===== src/rtl/tt_sweep_checker_pkg.sv =====
`default_nettype none
// ============================================================================
// Module      : tt_sweep_checker_pkg
// Description : Shared types and constants for the truth-table sweep checker:
//               sweep state encoding, exercise truth tables and a helper that
//               sizes the settle counter.
// Revision    : 1.0 - initial release
// ============================================================================
package tt_sweep_checker_pkg;

    // Sweep controller states, explicitly encoded.
    typedef enum logic [1:0] {
        IDLE   = 2'd0,
        WAIT   = 2'd1,
        SAMPLE = 2'd2,
        DONE   = 2'd3
    } tt_state_t;

    // Golden truth tables for the two-input exercise family (bit i = f(i)).
    localparam logic [3:0] c_TT_XOR = 4'b0110;
    localparam logic [3:0] c_TT_AND = 4'b1000;
    localparam logic [3:0] c_TT_OR  = 4'b1110;

    // Width of a counter that must reach settle-1; never narrower than 1 bit.
    function automatic int tt_wait_width(input int settle);
        return (settle > 1) ? $clog2(settle) : 1;
    endfunction

endpackage : tt_sweep_checker_pkg
`default_nettype wire


===== src/rtl/tt_vec_counter.sv =====
`default_nettype none
// ============================================================================
// Module      : tt_vec_counter
// Description : Input-vector register (clear / increment / last flag) plus
//               the settle wait counter used between vector changes.
// Revision    : 1.0 - initial release
// ============================================================================
module tt_vec_counter
    import tt_sweep_checker_pkg::*;
#(
    parameter int N      = 2,
    parameter int SETTLE = 1
) (
    input  logic         clk,
    input  logic         rst,
    input  logic         i_vec_clr,
    input  logic         i_vec_inc,
    input  logic         i_wait_clr,
    input  logic         i_wait_inc,
    output logic [N-1:0] o_vec,
    output logic         o_vec_last,
    output logic         o_wait_last
);

    localparam int              c_WW        = tt_wait_width(SETTLE);
    localparam logic [c_WW-1:0] c_WAIT_LAST = c_WW'(SETTLE - 1);

    logic [N-1:0]    r_vec;
    logic [c_WW-1:0] r_wcnt;

    // Vector register: cleared at sweep start, stepped after each sample.
    always_ff @(posedge clk) begin
        if (rst || i_vec_clr) begin
            r_vec <= '0;
        end else if (i_vec_inc) begin
            r_vec <= r_vec + 1'b1;
        end
    end

    // Settle counter: counts edges the current vector has been held.
    always_ff @(posedge clk) begin
        if (rst || i_wait_clr) begin
            r_wcnt <= '0;
        end else if (i_wait_inc) begin
            r_wcnt <= r_wcnt + 1'b1;
        end
    end

    assign o_vec       = r_vec;
    assign o_vec_last  = (r_vec == {N{1'b1}});
    assign o_wait_last = (r_wcnt == c_WAIT_LAST);

endmodule : tt_vec_counter
`default_nettype wire


===== config.mk =====
export PLATFORM = sky130hd
export DESIGN_NAME = tt_vec_counter
export DESIGN_NICKNAME = d
export VERILOG_FILES = /design/src/rtl/tt_sweep_checker_pkg.sv /design/src/rtl/tt_vec_counter.sv
export SDC_FILE = /design/constraint.sdc
export NUM_CORES = 1
export LEC_CHECK = 0
export BUFFER_PORTS_ARGS = -buffer_cell sky130_fd_sc_hd__buf_2
export CAP_MARGIN = 5
export CORE_AREA = 2 2 39 41
export CTS_CLUSTER_SIZE = 14
export DETAILED_ROUTE_END_ITERATION = 12
export DIE_AREA = 0 0 41 43
export REMOVE_ABC_BUFFERS = 1
export SLEW_MARGIN = 20
export SYNTH_ARGS = -nofsm -noshare
export SYNTH_HDL_FRONTEND = slang
export SYNTH_SLANG_ARGS = --single-unit
export TNS_END_PERCENT = 100

===== constraint.sdc =====
create_clock -name clk -period 1.1 [get_ports clk]
set_input_delay 0.165 -clock clk [delete_from_list [all_inputs] [get_ports clk]]
set_output_delay 0.165 -clock clk [all_outputs]
set_load 0.1 [all_outputs]

After elaboration in Yosys (flattened, before gate mapping). Index checks and enable logic that the tools add are counted.

Output and inout bits: 4. Bits in registers: 3. Bits of input ports: 6. Logic and storage cells: 8.

Equal/unequal tests: 1. Bitwise logic cells: 1. $add $sub $neg: 2. Reductions and logical operators: 2.

Operator list (count): $add 2x1->2 const B (1); $eq 2x2->1 const B (1); $logic_or 1x1->1 (2); $add 1x1->1 const B (1); $not 1->1 (1).

Longest topological paths before layout.
Depth in word-level cells: 1. Depth in mapped cells: 3.

Worst setup path before layout. OpenSTA, ideal clock, no wires.

Path kind: register to output. From: register r_vec[0] (netlist: o_vec[0]). To: output o_vec_last. Path buffers: 0. Stages on the path, launching flop included: 2. Slack: -960 ps. Required time: 935 ps. Arrival time: 1895 ps. Path through: dfxtp_1 ha_1.

Word-level cells in the longest chain between the ends: 1.

RTL lines: start, declared (line tt_vec_counter.sv:28) `logic [N-1:0] r_vec;`; start signal, assigned (line tt_vec_counter.sv:36) `r_vec <= r_vec + 1'b1;`; $eq 2x2->1 (line tt_vec_counter.sv:50) `assign o_vec_last = (r_vec == {N{1'b1}});`; end, declared (line tt_vec_counter.sv:21) `output logic o_vec_last,`.

No other way between the ends.

Worst setup path in the final report.
From: register r_vec[1] (netlist: o_vec[1]). To: output o_vec_last.

Same word-level chain as after synthesis.

==> metrics.md <==
| Metric | Value |
|---|---|
| CTS clk-pin slew, worst paths | 0.04 ns |
| Core area | roughly 1400 µm² |
| CP endpoint kind | output pin |
| Full die area | 1760 µm² |
| Overall power | ~0.0004 W |
| Initial DRC Count | 1 |
| Design Area, Final | about 310 µm² |
| Kind of cell adding the most delay to the critical path | flip-flops |
| Initial Util | 0.0967 |
| Detail Route Antenna Nets | 0 |
| Layout cells sized above 1 | 0.760 |
| WP data required | 0.94 ns |
| Area occupied by multi-input gates | 82.6 µm² |
| Worst Max-Slew Pin Slew | about 0.19 ns |
| Fill cells | about 160 |
| Minimum clock period | around 1.1 ns |
| RSZ-0062 raised after global routing | no |
| Most common flop cell mapped by yosys | dfxtp_1 |
| Worst skew pair latency | about 0.23 ns |
| Yosys warns | 0 |
| Die Wd | roughly 40 µm |
| Storage element area | roughly 65 µm² |
| CP max stage delay | between 0.3 and 0.4 ns |
| Post-layout util | 0.224 |
| Critical path arrival | 0.90 ns |
| Hold slack | slightly below 0.1 ns |
| Relative slew margins | 0.870 |
| Clk sinks | 3 |
| Post-synth cell types | 6 |
| Syn avg cell area | 12.2 µm² |
| Worst VDD drop | around 280 µV |
| First-pass GRT wire length | between 400 and 500 µm |
| Post-synth top cells | dfxtp_1, nor3_2, xnor2_1 |
| H-tree depth | 1 |
| Post-DP Area | ~270 µm² |
| Largest net degree at the start of global routing | 4 |
| Ports | 10 |
| # rows | 14 |
| CP max stage cell | dfxtp_4 |
| Die H | about 43 µm |
| Pwr Density | about 1300 nW/µm² |
| Synthesized area | ~130 µm² |
| Placed Cells | 37 |
| TritonRoute pass-1 iters | 2 |
| Slew Viols, Final | 0 |
| Final #Nets | 33 |
| Post-synth top area share | 0.449 |
| Synth area leaders | dfxtp_1, nor3_2, xnor2_1, ha_1, mux2i_1 |
| Asr flop ratio synth | 0 |
| PortBufs | 9 |
| Area growth, synth to finish | 132% |
| Clock buffer depth | 2 |
| Status | completed |
| Wire per inst | around 7 µm |
| Post-synthesis register bit count | 3 |
| Worst path bufs/invs | 1 |
| Final non-filler cell total | 41 |
| Cells after synthesis | 11 |
| Vias in the first global route | between 100 and 150 |
| GPL Wtd Cong | 0.536 |
| Clock skew | ~0.0000015 ns |
| Worst min path class | input pin to flop |
| LEAKAGE | roughly 0.12 nW |
| Synth area leader | dfxtp_1 |
| Gr ovfl total | 0 |
| Upper clock frequency limit | between 900 and 1000 MHz |
| CTS Buf Count | 3 |
| Antenna violations before repair | 0 |
| Vias | 120 |
| DR vias/cell | 2.93 |
| Crit path cell chain | ha_4, buf_12 |
| Tcrit/Tclk final | 0.969 |
| Post-CTS Setup Bufs | 0 |
| Ant diodes | 0 |
| Drc violations | 0 |
| Worst-path fanout max | 3 |
| Gr usage total | 0.0481 |
| DRT Wirelength | slightly below 300 µm |
| CTS resizes | 3 |
| Count of hold-fix buffers inserted at cts | 0 |
| Crit Path Category | flop to output pin |
| Startpoint types | flop |
| Root Driver | clkbuf_4 |
| Sequential share of the synthesized area | 0.449 |
| Maxcap violations | 0 |
| EDFF count, synth | 0 |
| Final Hold Viols | 0 |
| Final setup fails | 0 |
| CTS tree | done |
path summary, 6_finish.rpt:
check | start | to | slack [ns] | depth (start not counted)
max | o_vec[1] | o_vec_last | 0.03 | 2
max reg2reg | o_vec[1] | o_vec[1] | 0.20 | 3
min | i_wait_clr | r_wcnt | 0.1 | 2
min reg2reg | r_wcnt | r_wcnt | 0.56 | 2
cell type report:
cell class / instances / area share
tap: 16 / 0.0645
sequential: 3 / 0.210
timing repair buffer: 10 / 0.363
multi-input combinational: 7 / 0.266
inverter: 1 / 0.0121
clock buffer: 4 / 0.0847
where the power goes:
part / internal [W] / switching, W
sequential: 0.000113 / 0.00000430
combinational: 0.0000358 / 0.0000517
clock: 0.000136 / 0.0000546
total: 0.000284 / 0.000111
cells by family (layout without fill, tap and decap cells):
logic type / after synthesis / in the layout / synth area share
xor+xnor: 2 / 2 / 0.131
mux: 1 / 1 / 0.0748
flops: 3 / 3 / 0.449
fa+ha+maj: 1 / 1 / 0.0934
simple gates: 3 / 3 / 0.224
buf+inv: 1 / 15 / 0.0280
layout by cell type, fill, tap and decap left out:
| cell type | instances |
|---|---|
| buf_2 | 5 |
| buf_12 | 4 |
| nor3_2 | 3 |
| clkbuf_4 | 3 |
| xnor2_1 | 2 |
| inv_1 | 1 |
| mux2i_1 | 1 |
| ha_4 | 1 |
| clkbuf_1 | 1 |
| dfxtp_2 | 1 |
| dfxtp_4 | 1 |
| buf_4 | 1 |
| dfxtp_1 | 1 |
metrics by stage:
step | TNS (ns) | setup WS, ns
5_1_grt | 0 | 0.0196
6_report | 0 | 0.0346
3_5_place_dp | 0 | 0.123
4_1_cts | 0 | 0.000726
2_1_floorplan | -1.78 | -0.960
3_3_place_gp | 0 | 0.131
layer usage:
metal / track usage / vias to the layer above / routed length [µm]
li1: - / 64 / -
met1: 0.0545 / 46 / 122
met2: 0.0375 / 10 / 106
met3: 0.0366 / 0 / 66
met4: 0.0800 / 0 / 0
met5: 0 / - / 0
flip-flops by register name (all words and copies together), names as in the netlist:
register  count
o_vec         2
r_wcnt        1
No activity file was read; power rests on OpenSTA's default activity.
